--- config.mk ---
export PLATFORM = sky130hd
export DESIGN_NAME = fetch_ctrl
export DESIGN_NICKNAME = d
export VERILOG_FILES = /design/src/rtl/fetch_ctrl.sv
export SDC_FILE = /design/constraint.sdc
export NUM_CORES = 1
export LEC_CHECK = 0
export CAP_MARGIN = 20
export CORE_ASPECT_RATIO = 0.9
export CORE_MARGIN = 3
export CORE_UTILIZATION = 30
export CTS_BUF_LIST = sky130_fd_sc_hd__clkbuf_8
export CTS_CLUSTER_SIZE = 28
export DETAILED_ROUTE_END_ITERATION = 8
export DONT_BUFFER_PORTS = 1
export GPL_TIMING_DRIVEN = 0
export PLACE_DENSITY = 0.53
export SLEW_MARGIN = 20
export SYNTH_ARGS = -nofsm -noshare
export SYNTH_HDL_FRONTEND = slang
export SYNTH_SLANG_ARGS = --single-unit
--- constraint.sdc ---
create_clock -name clk -period 2.81 [get_ports clk]
set_input_delay 0.562 -clock clk [delete_from_list [all_inputs] [get_ports clk]]
set_output_delay 0.562 -clock clk [all_outputs]
set_load 0.01 [all_outputs]
--- src/rtl/fetch_ctrl.sv ---
// rtl/fetch_ctrl.sv - IF-stage fetch controller: redirect flushes, load/JALR/imem stalls, mispredict count
module fetch_ctrl #(
    parameter int FLUSH_CYCLES  = 1,
    parameter int JALR_MAX_WAIT = 3
) (
    input  logic       clk,
    input  logic       rst_n,
    input  logic       cpu_en,
    input  logic       trap_happened,
    input  logic       mret_en,
    input  logic       br_taken,
    input  logic       load_hazard,
    input  logic       jalr_hazard,
    input  logic       imem_rdy,
    output logic       pc_stall,
    output logic       if_id_flush,
    output logic       id_ex_flush,
    output logic       predt_mask,
    output logic [2:0] ctrl_state,
    output logic [7:0] mispredict_cnt
);

    typedef enum logic [2:0] {
        IDLE  = 3'd0,
        RUN   = 3'd1,
        FLUSH = 3'd2,
        JWAIT = 3'd3,
        MWAIT = 3'd4
    } state_t;

    localparam logic [2:0] FLUSH_LOAD = 3'(FLUSH_CYCLES);
    localparam logic [2:0] WAIT_MAX   = 3'(JALR_MAX_WAIT);

    state_t     state, state_nxt;
    logic [2:0] flush_cnt, flush_cnt_nxt;
    logic [2:0] wait_cnt, wait_cnt_nxt;
    logic       redirect;

    assign redirect   = trap_happened | mret_en | br_taken;
    assign ctrl_state = state;

    always_ff @(posedge clk or negedge rst_n) begin
        if (!rst_n) begin
            state          <= IDLE;
            flush_cnt      <= 3'd0;
            wait_cnt       <= 3'd0;
            mispredict_cnt <= 8'd0;
        end else begin
            state     <= state_nxt;
            flush_cnt <= flush_cnt_nxt;
            wait_cnt  <= wait_cnt_nxt;
            if (cpu_en && br_taken && mispredict_cnt != 8'hFF)
                mispredict_cnt <= mispredict_cnt + 8'd1;
        end
    end

    always_comb begin
        pc_stall      = 1'b0;
        if_id_flush   = 1'b0;
        id_ex_flush   = 1'b0;
        predt_mask    = 1'b0;
        state_nxt     = state;
        flush_cnt_nxt = flush_cnt;
        wait_cnt_nxt  = wait_cnt;

        if (state == IDLE || !cpu_en) begin
            pc_stall      = 1'b1;
            flush_cnt_nxt = 3'd0;
            wait_cnt_nxt  = 3'd0;
            state_nxt     = (state == IDLE && cpu_en) ? RUN : IDLE;
        end else if (redirect) begin
            // A redirect while already flushing restarts the bubble count.
            if_id_flush   = 1'b1;
            id_ex_flush   = 1'b1;
            state_nxt     = FLUSH;
            flush_cnt_nxt = FLUSH_LOAD;
            wait_cnt_nxt  = 3'd0;
        end else begin
            unique case (state)
                RUN: begin
                    if (load_hazard) begin
                        pc_stall    = 1'b1;
                        id_ex_flush = 1'b1;
                    end else if (jalr_hazard) begin
                        pc_stall     = 1'b1;
                        state_nxt    = JWAIT;
                        wait_cnt_nxt = 3'd0;
                    end else if (!imem_rdy) begin
                        pc_stall    = 1'b1;
                        if_id_flush = 1'b1;
                        state_nxt   = MWAIT;
                    end
                end
                FLUSH: begin
                    if_id_flush   = 1'b1;
                    predt_mask    = 1'b1;
                    flush_cnt_nxt = flush_cnt - 3'd1;
                    if (flush_cnt <= 3'd1) begin
                        flush_cnt_nxt = 3'd0;
                        state_nxt     = imem_rdy ? RUN : MWAIT;
                    end
                end
                JWAIT: begin
                    if (load_hazard) begin
                        pc_stall    = 1'b1;
                        id_ex_flush = 1'b1;
                    end else if (!jalr_hazard) begin
                        state_nxt    = RUN;
                        wait_cnt_nxt = 3'd0;
                    end else if (wait_cnt == WAIT_MAX) begin
                        // Operand never arrived: fall through to pc+4 once.
                        predt_mask   = 1'b1;
                        state_nxt    = RUN;
                        wait_cnt_nxt = 3'd0;
                    end else begin
                        pc_stall     = 1'b1;
                        wait_cnt_nxt = wait_cnt + 3'd1;
                    end
                end
                MWAIT: begin
                    if (!imem_rdy) begin
                        pc_stall    = 1'b1;
                        if_id_flush = 1'b1;
                    end else begin
                        state_nxt = RUN;
                    end
                end
                default: state_nxt = IDLE;
            endcase
        end
    end

endmodule

==> impl_metrics.py, run 1 <==
metrics = {
    "worst_setup_path": {
        "worstSetupStartpointType": "register",
        "cp-end-kind": "primary output",
        "cp_max_fo": 10,
        "ff2ff_path_depth": 5,
        "cp.arrival_ns": 1.94,
        "crit_required_ns": 2.25,
        "r2r-start": "ctrl_state[2]",
        "critPathKind": "register to primary output",
        "rr_endpoint": "ctrl_state[2]",
        "reg2reg_slack_ns": 0.97,
    },
    "place": {
        "io_buffers": 0,
        "hpwl_um": 1820,
        "gp_congestion": 0.781,
    },
    "drt": {
        "postRouteAntennaNets": 0,
        "viasPerCell": 5.47,
        "drt_iter0_markers": 29,
        "drc": 0,
        "drt-pass1-iter-count": 4,
        "num_vias": 891,
        "drt_wl_total_um": 2400,
        "routedWlPerCell_um": 14.7,
    },
    "clocking": {
        "clock_latency_ns": 0.25,
        "cts.sinks": 17,
        "numCtsBuffers": 3,
        "cts_buffer_depth": 2,
        "cts_max_level": 1,
        "cts_tree": "done",
        "clk_pin_slew_worst_paths_ns": 0.07,
        "cts_root_buf": "clkbuf_8",
        "cts_setup_buffers": 0,
    },
    "floorplan": {
        "pin_count": 24,
        "fp-row-count": 19,
        "die-area_sq_um": 4340,
        "dieHeight_um": 62.8,
        "coreArea_sq_um": 3230,
        "die_x_um": 69.1,
        "start_util_pct": 33.2,
    },
    "sta": {
        "period_needed_ns": 2.50,
        "drv_slew": 0,
        "fin_skew_ns": 0.00825,
        "setup_violations": 0,
        "tns_ns": 0,
        "hold_viol_final": 0,
        "tightestPinTransition_ns": 0.753,
        "timing.fmax_ghz": 0.399,
        "maxSlewHeadroom_pct": 49.7,
        "rsz0062_at_grt": "false",
        "period_share_pct": 89.1,
    },
    "worst_hold_path": {
        "min-delay-path-class": "input port to register",
        "whs_endpoint": "ctrl_state[0]",
        "worstHoldStart": "cpu_en",
        "min_path_cells": 2,
    },
    "global_routing": {
        "gr-usage-all-layers_pct": 11.5,
        "grt_max_degree": 18,
        "grt_pass1_wl_um": 4130,
        "overflow": 0,
        "grt_pass1_vias": 907,
        "grt_antenna_before_repair": 0,
    },
    "finish": {
        "syn_to_final_growth_pct": 10.6,
        "layout.nets": 135,
        "utilization_pct": 36.8,
        "n_antenna_cell": 0,
        "drive_gt1_share_pct": 9.92,
    },
    "outcome": {
        "status": "complete, no violations",
    },
    "yosys": {
        "yosysSeqAreaShare_pct": 39.6,
        "synthCells": 116,
        "synth_area_sq_um": 1070,
        "syn_area_per_cell_sq_um": 9.27,
        "synth_nets": 129,
        "synth.distinct_cells": 41,
        "yosys_warnings": 0,
        "synth-seq-cells": 17,
    },
    "power": {
        "ir_drop_v": 0.000344,
        "p_leak_nw": 0.485,
        "powerDensity_nw_per_um2": 594,
    },
    "job": {
        "drv_cap": 0,
    },
}
worst max-delay path by stage:
stage                        to           from  cells after the start
detailed placement   predt_mask  ctrl_state[2]                      5
global route         predt_mask  ctrl_state[2]                      5
global placement     predt_mask  ctrl_state[2]                      5
CTS                  predt_mask  ctrl_state[2]                      5
floorplan           if_id_flush    load_hazard                      3
finish               predt_mask  ctrl_state[2]                      5
registers in the layout (all words and copies together), names as in the netlist:
name            cells
ctrl_state          3
flush_cnt           3
wait_cnt            3
mispredict_cnt      8
where the power goes:
group / internal, W / total (W) / switching [W]
Clock: 0.0000982 / 0.000181 / 0.0000828
Combinational: 0.0000740 / 0.000152 / 0.0000776
Sequential: 0.000290 / 0.000373 / 0.0000830
Total: 0.000463 / 0.000706 / 0.000243
worst max-delay path, stage by stage (launching register included):
cell	delay, ns
dfrtp_1	0.44
buf_4	0.20
o31ai_2	0.40
or2b_1	0.33
inv_1	0.12
and3_1	0.20
synthesized netlist by cell type, drive strengths merged:
cell | instances | share of area, %
dfrtp | 17 | 40
nand2 | 11 | 3.8
a21oi | 7 | 3.3
inv | 7 | 2.4
and3 | 6 | 3.5
a31oi | 5 | 3.5
xnor2 | 5 | 4.1
ha | 4 | 4.7
nor2 | 4 | 1.4
nor3b | 4 | 3.3
o21ai | 4 | 1.9
clkbuf | 3 | 1.0
nand2b | 3 | 1.7
nand4 | 3 | 1.7
nor3 | 3 | 1.4
or3 | 3 | 1.7
mux2 | 2 | 2.1
nor2b | 2 | 1.2
o21bai | 2 | 1.4
xor2 | 2 | 1.6
a21o | 1 | 0.70
a22o | 1 | 0.82
a31o | 1 | 0.82
a41oi | 1 | 0.82
and4 | 1 | 0.82
buf | 1 | 0.70
mux2i | 1 | 0.93
nand3b | 1 | 0.70
nand4b | 1 | 0.82
nor4 | 1 | 0.58
nor4b | 1 | 0.82
o211ai | 1 | 0.70
o21ba | 1 | 0.93
o22a | 1 | 0.82
o31ai | 1 | 0.70
o32ai | 1 | 0.82
or2b | 1 | 0.70
or3b | 1 | 0.82
or4 | 1 | 0.70
cell families after synthesis:
family	after synthesis	synth area share, %
compound gates	27	17.1
xor+xnor	7	5.70
fa+ha+maj	4	4.66
buf+inv	11	4.19
flops	17	39.6
mux	3	3.03
simple gates	47	25.7
metal layers:
layer | global-route usage [%] | part of all wire (%) | vias to the layer above
met5 | 0 | 0 | -
met4 | 5.12 | 0.71 | 0
met3 | 4.34 | 8.9 | 2
met2 | 16.4 | 44 | 35
met1 | 15.4 | 47 | 420
li1 | - | - | 434
layout make-up:
class | instances | area, sq um
buffer | 4 | 18.8
clock buffer | 3 | 41.3
clock inverter | 1 | 5.00
fill | 357 | 2040
inverter | 7 | 26.3
multi-input combinational | 88 | 609
sequential | 17 | 425
tap | 42 | 52.6
timing repair buffer | 1 | 10.0
layout by cell type (no fill, tap or decap), drive strengths merged, types with 2 or more instances in the layout:
cell type,Yosys,layout
mux2,2,2
nor3,3,3
ha,4,4
clkbuf,3,6
xnor2,5,5
nand2,11,11
nor2b,2,2
nand2b,3,3
and3,6,6
o21bai,2,2
a21oi,7,7
xor2,2,2
or3,3,3
a31oi,5,5
inv,7,7
nor2,4,4
o21ai,4,4
nor3b,4,4
nand4,3,3
dfrtp,17,17
through the flow:
stage	hold WS (ns)	cell area [sq um]	total power, W	setup slack (ns)	cells
floorplan	0.266	1070	0.000481	0.662	116
global placement	0.267	1130	0.000516	0.369	158
detailed placement	0.267	1130	0.000523	0.338	158
CTS	0.501	1180	0.000714	0.0599	163
global route	0.512	1190	0.000757	0.148	163
finish	0.503	1190	0.000706	0.306	163
what timing repair did:
item	4_1_cts	5_1_grt
gates resized for setup	0	1
endpoints found under the hold margin	17	0
hold buffers	1	0
setup endpoints to repair	0	1
(Power assumes the default switching activity.)
==> inputs of run 2 (changes only) <==
Settings changed: PLACE_DENSITY 0.53 to 0.49.
==> impl_metrics.py, run 2 (same netlist as run 1, synthesis figures left out) <==
metrics = {
    "worst_hold_path": {
        "min-delay-path-class": "register to register",
        "min_path_cells": 1,
    },
    "sta": {
        "rsz0062_at_grt": "false",
        "drv_slew": 0,
        "hold_viol_final": 0,
        "setup_violations": 0,
        "period_needed_ns": 2.54,
        "tns_ns": 0,
        "period_share_pct": 90.2,
        "tightestPinTransition_ns": 0.791,
        "fin_skew_ns": 0.000917,
        "timing.fmax_ghz": 0.394,
        "maxSlewHeadroom_pct": 47.1,
    },
    "drt": {
        "num_vias": 872,
        "drc": 0,
        "drt_iter0_markers": 47,
        "drt_wl_total_um": 2370,
        "viasPerCell": 5.35,
        "drt-pass1-iter-count": 4,
        "routedWlPerCell_um": 14.5,
        "postRouteAntennaNets": 0,
    },
    "place": {
        "placed_area_sq_um": 1130,
        "hpwl_um": 1790,
        "io_buffers": 0,
        "gp_congestion": 0.771,
    },
    "clocking": {
        "clk_pin_slew_worst_paths_ns": 0.06,
        "numCtsBuffers": 3,
        "cts_max_level": 1,
        "cts.sinks": 17,
        "cts_tree": "done",
        "cts_root_buf": "clkbuf_8",
        "cts_buffer_depth": 2,
        "clock_latency_ns": 0.25,
    },
    "job": {
        "drv_cap": 0,
    },
    "floorplan": {
        "pin_count": 24,
        "coreArea_sq_um": 3230,
        "die_x_um": 69.1,
        "fp-row-count": 19,
        "die-area_sq_um": 4340,
        "start_util_pct": 33.2,
        "dieHeight_um": 62.8,
    },
    "worst_setup_path": {
        "ff2ff_path_depth": 5,
        "crit_required_ns": 2.25,
        "crit_path_top_delay_cell": "dfrtp_1",
        "critical_path.cell_chain": "buf_4 > o31ai_2 > or2b_1 > inv_1 > and3_1",
        "path_delay_family": "simple AND/OR/NAND/NOR gates",
        "critPathKind": "register to primary output",
        "critical_path_depth": 5,
        "worstSetupStartpointType": "register",
        "cp.arrival_ns": 1.97,
        "cp_max_fo": 10,
        "cp-end-kind": "primary output",
        "cp_slowest_stage_delay_ns": 0.45,
        "critPathBufInv": 2,
    },
    "outcome": {
        "status": "complete, no violations",
    },
    "power": {
        "ir_drop_v": 0.000360,
        "p_int_w": 0.000461,
        "clock_power_share_pct": 25.7,
        "power_switching_share_pct": 34.1,
        "p_comb_share_pct": 21.1,
        "p_seq_share_pct": 53.1,
        "p_leak_nw": 0.485,
        "p_sw_w": 0.000239,
        "powerDensity_nw_per_um2": 589,
    },
    "global_routing": {
        "overflow": 0,
        "grt_pass1_wl_um": 4060,
        "grt_antenna_before_repair": 0,
        "grt_pass1_vias": 908,
        "grt_max_degree": 18,
        "gr-usage-all-layers_pct": 11.6,
    },
    "finish": {
        "n_antenna_cell": 0,
        "regMostFlops": "mispredict_cnt",
        "final_cell_mix": "dfrtp_1 (17), nand2_1 (11), inv_1 (7), a21oi_1 (7), and3_1 (6)",
        "syn_to_final_growth_pct": 10.6,
        "largest_reg_flops": 8,
        "fin_area_sq_um": 1190,
        "nFillCells": 356,
        "layout.cells.most_common": "dfrtp_1",
        "drive_gt1_share_pct": 9.92,
        "layout.nets": 135,
    },
}
-- run 2: cell counts in the layout (fill, tap and decap cells not counted) --
No cell type changed its count.
-- run 2: repair_timing --
item / in CTS / in global routing
setup buffers: 0 / 0
hold buffers: 1 / 0
endpoints found under the setup margin: 0 / 1
endpoints found under the hold margin: 17 / 0
resized for setup: 0 / 1
-- run 2: final timing paths --
check | startpoint | endpoint | slack [ns]
setup / recovery | ctrl_state[2] | predt_mask | 0.27
hold / removal | wait_cnt[2] | wait_cnt[2] | 0.50
setup reg to reg | ctrl_state[2] | flush_cnt[0] | 0.96
hold reg to reg | wait_cnt[2] | wait_cnt[2] | 0.50
max in group asynchronous | rst_n | ctrl_state[2] | 1.48
min in group asynchronous | rst_n | mispredict_cnt[3] | 0.84
-- run 2: layer usage --
metal / share of wire (%) / up-vias / track usage, % / wire length (um)
li1: - / 434 / - / -
met1: 47 / 413 / 14.2 / 1120
met2: 43 / 23 / 17.7 / 1020
met3: 8.6 / 2 / 5.31 / 204
met4: 0.72 / 0 / 4.39 / 17
met5: 0 / - / 0 / 0
-- run 2: final cells by class --
type | instances | area [sq um] | share of cell area, %
Multi-Input combinational cell | 88 | 609 | 51.3
Sequential cell | 17 | 425 | 35.8
Tap cell | 42 | 52.6 | 4.42
Clock buffer | 3 | 41.3 | 3.47
Inverter | 7 | 26.3 | 2.21
Buffer | 4 | 18.8 | 1.58
Timing Repair Buffer | 1 | 10.0 | 0.842
Clock inverter | 1 | 5.00 | 0.421
-- run 2: stage by stage --
stage / utilization, % / instances / worst slack [ns] / hold slack [ns] / total power [W]
floorplan: - / 116 / 0.662 / 0.266 / 0.000481
detailed placement: 34.9 / 158 / 0.328 / 0.267 / 0.000520
finish: 36.8 / 163 / 0.274 / 0.501 / 0.000700
global route: 36.8 / 163 / 0.114 / 0.496 / 0.000763
global placement: 34.9 / 158 / 0.317 / 0.267 / 0.000515
CTS: 36.6 / 163 / 0.0474 / 0.499 / 0.000711
-- run 2: power by group through the flow --
stage | clock [W] | sequential (W) | combinational (W)
3_3_place_gp | 0 | 0.000377 | 0.000138
3_5_place_dp | 0 | 0.000377 | 0.000143
4_1_cts | 0.000189 | 0.000372 | 0.000149
6_report | 0.000180 | 0.000372 | 0.000148
5_1_grt | 0.000208 | 0.000384 | 0.000170
2_1_floorplan | 0 | 0.000361 | 0.000120
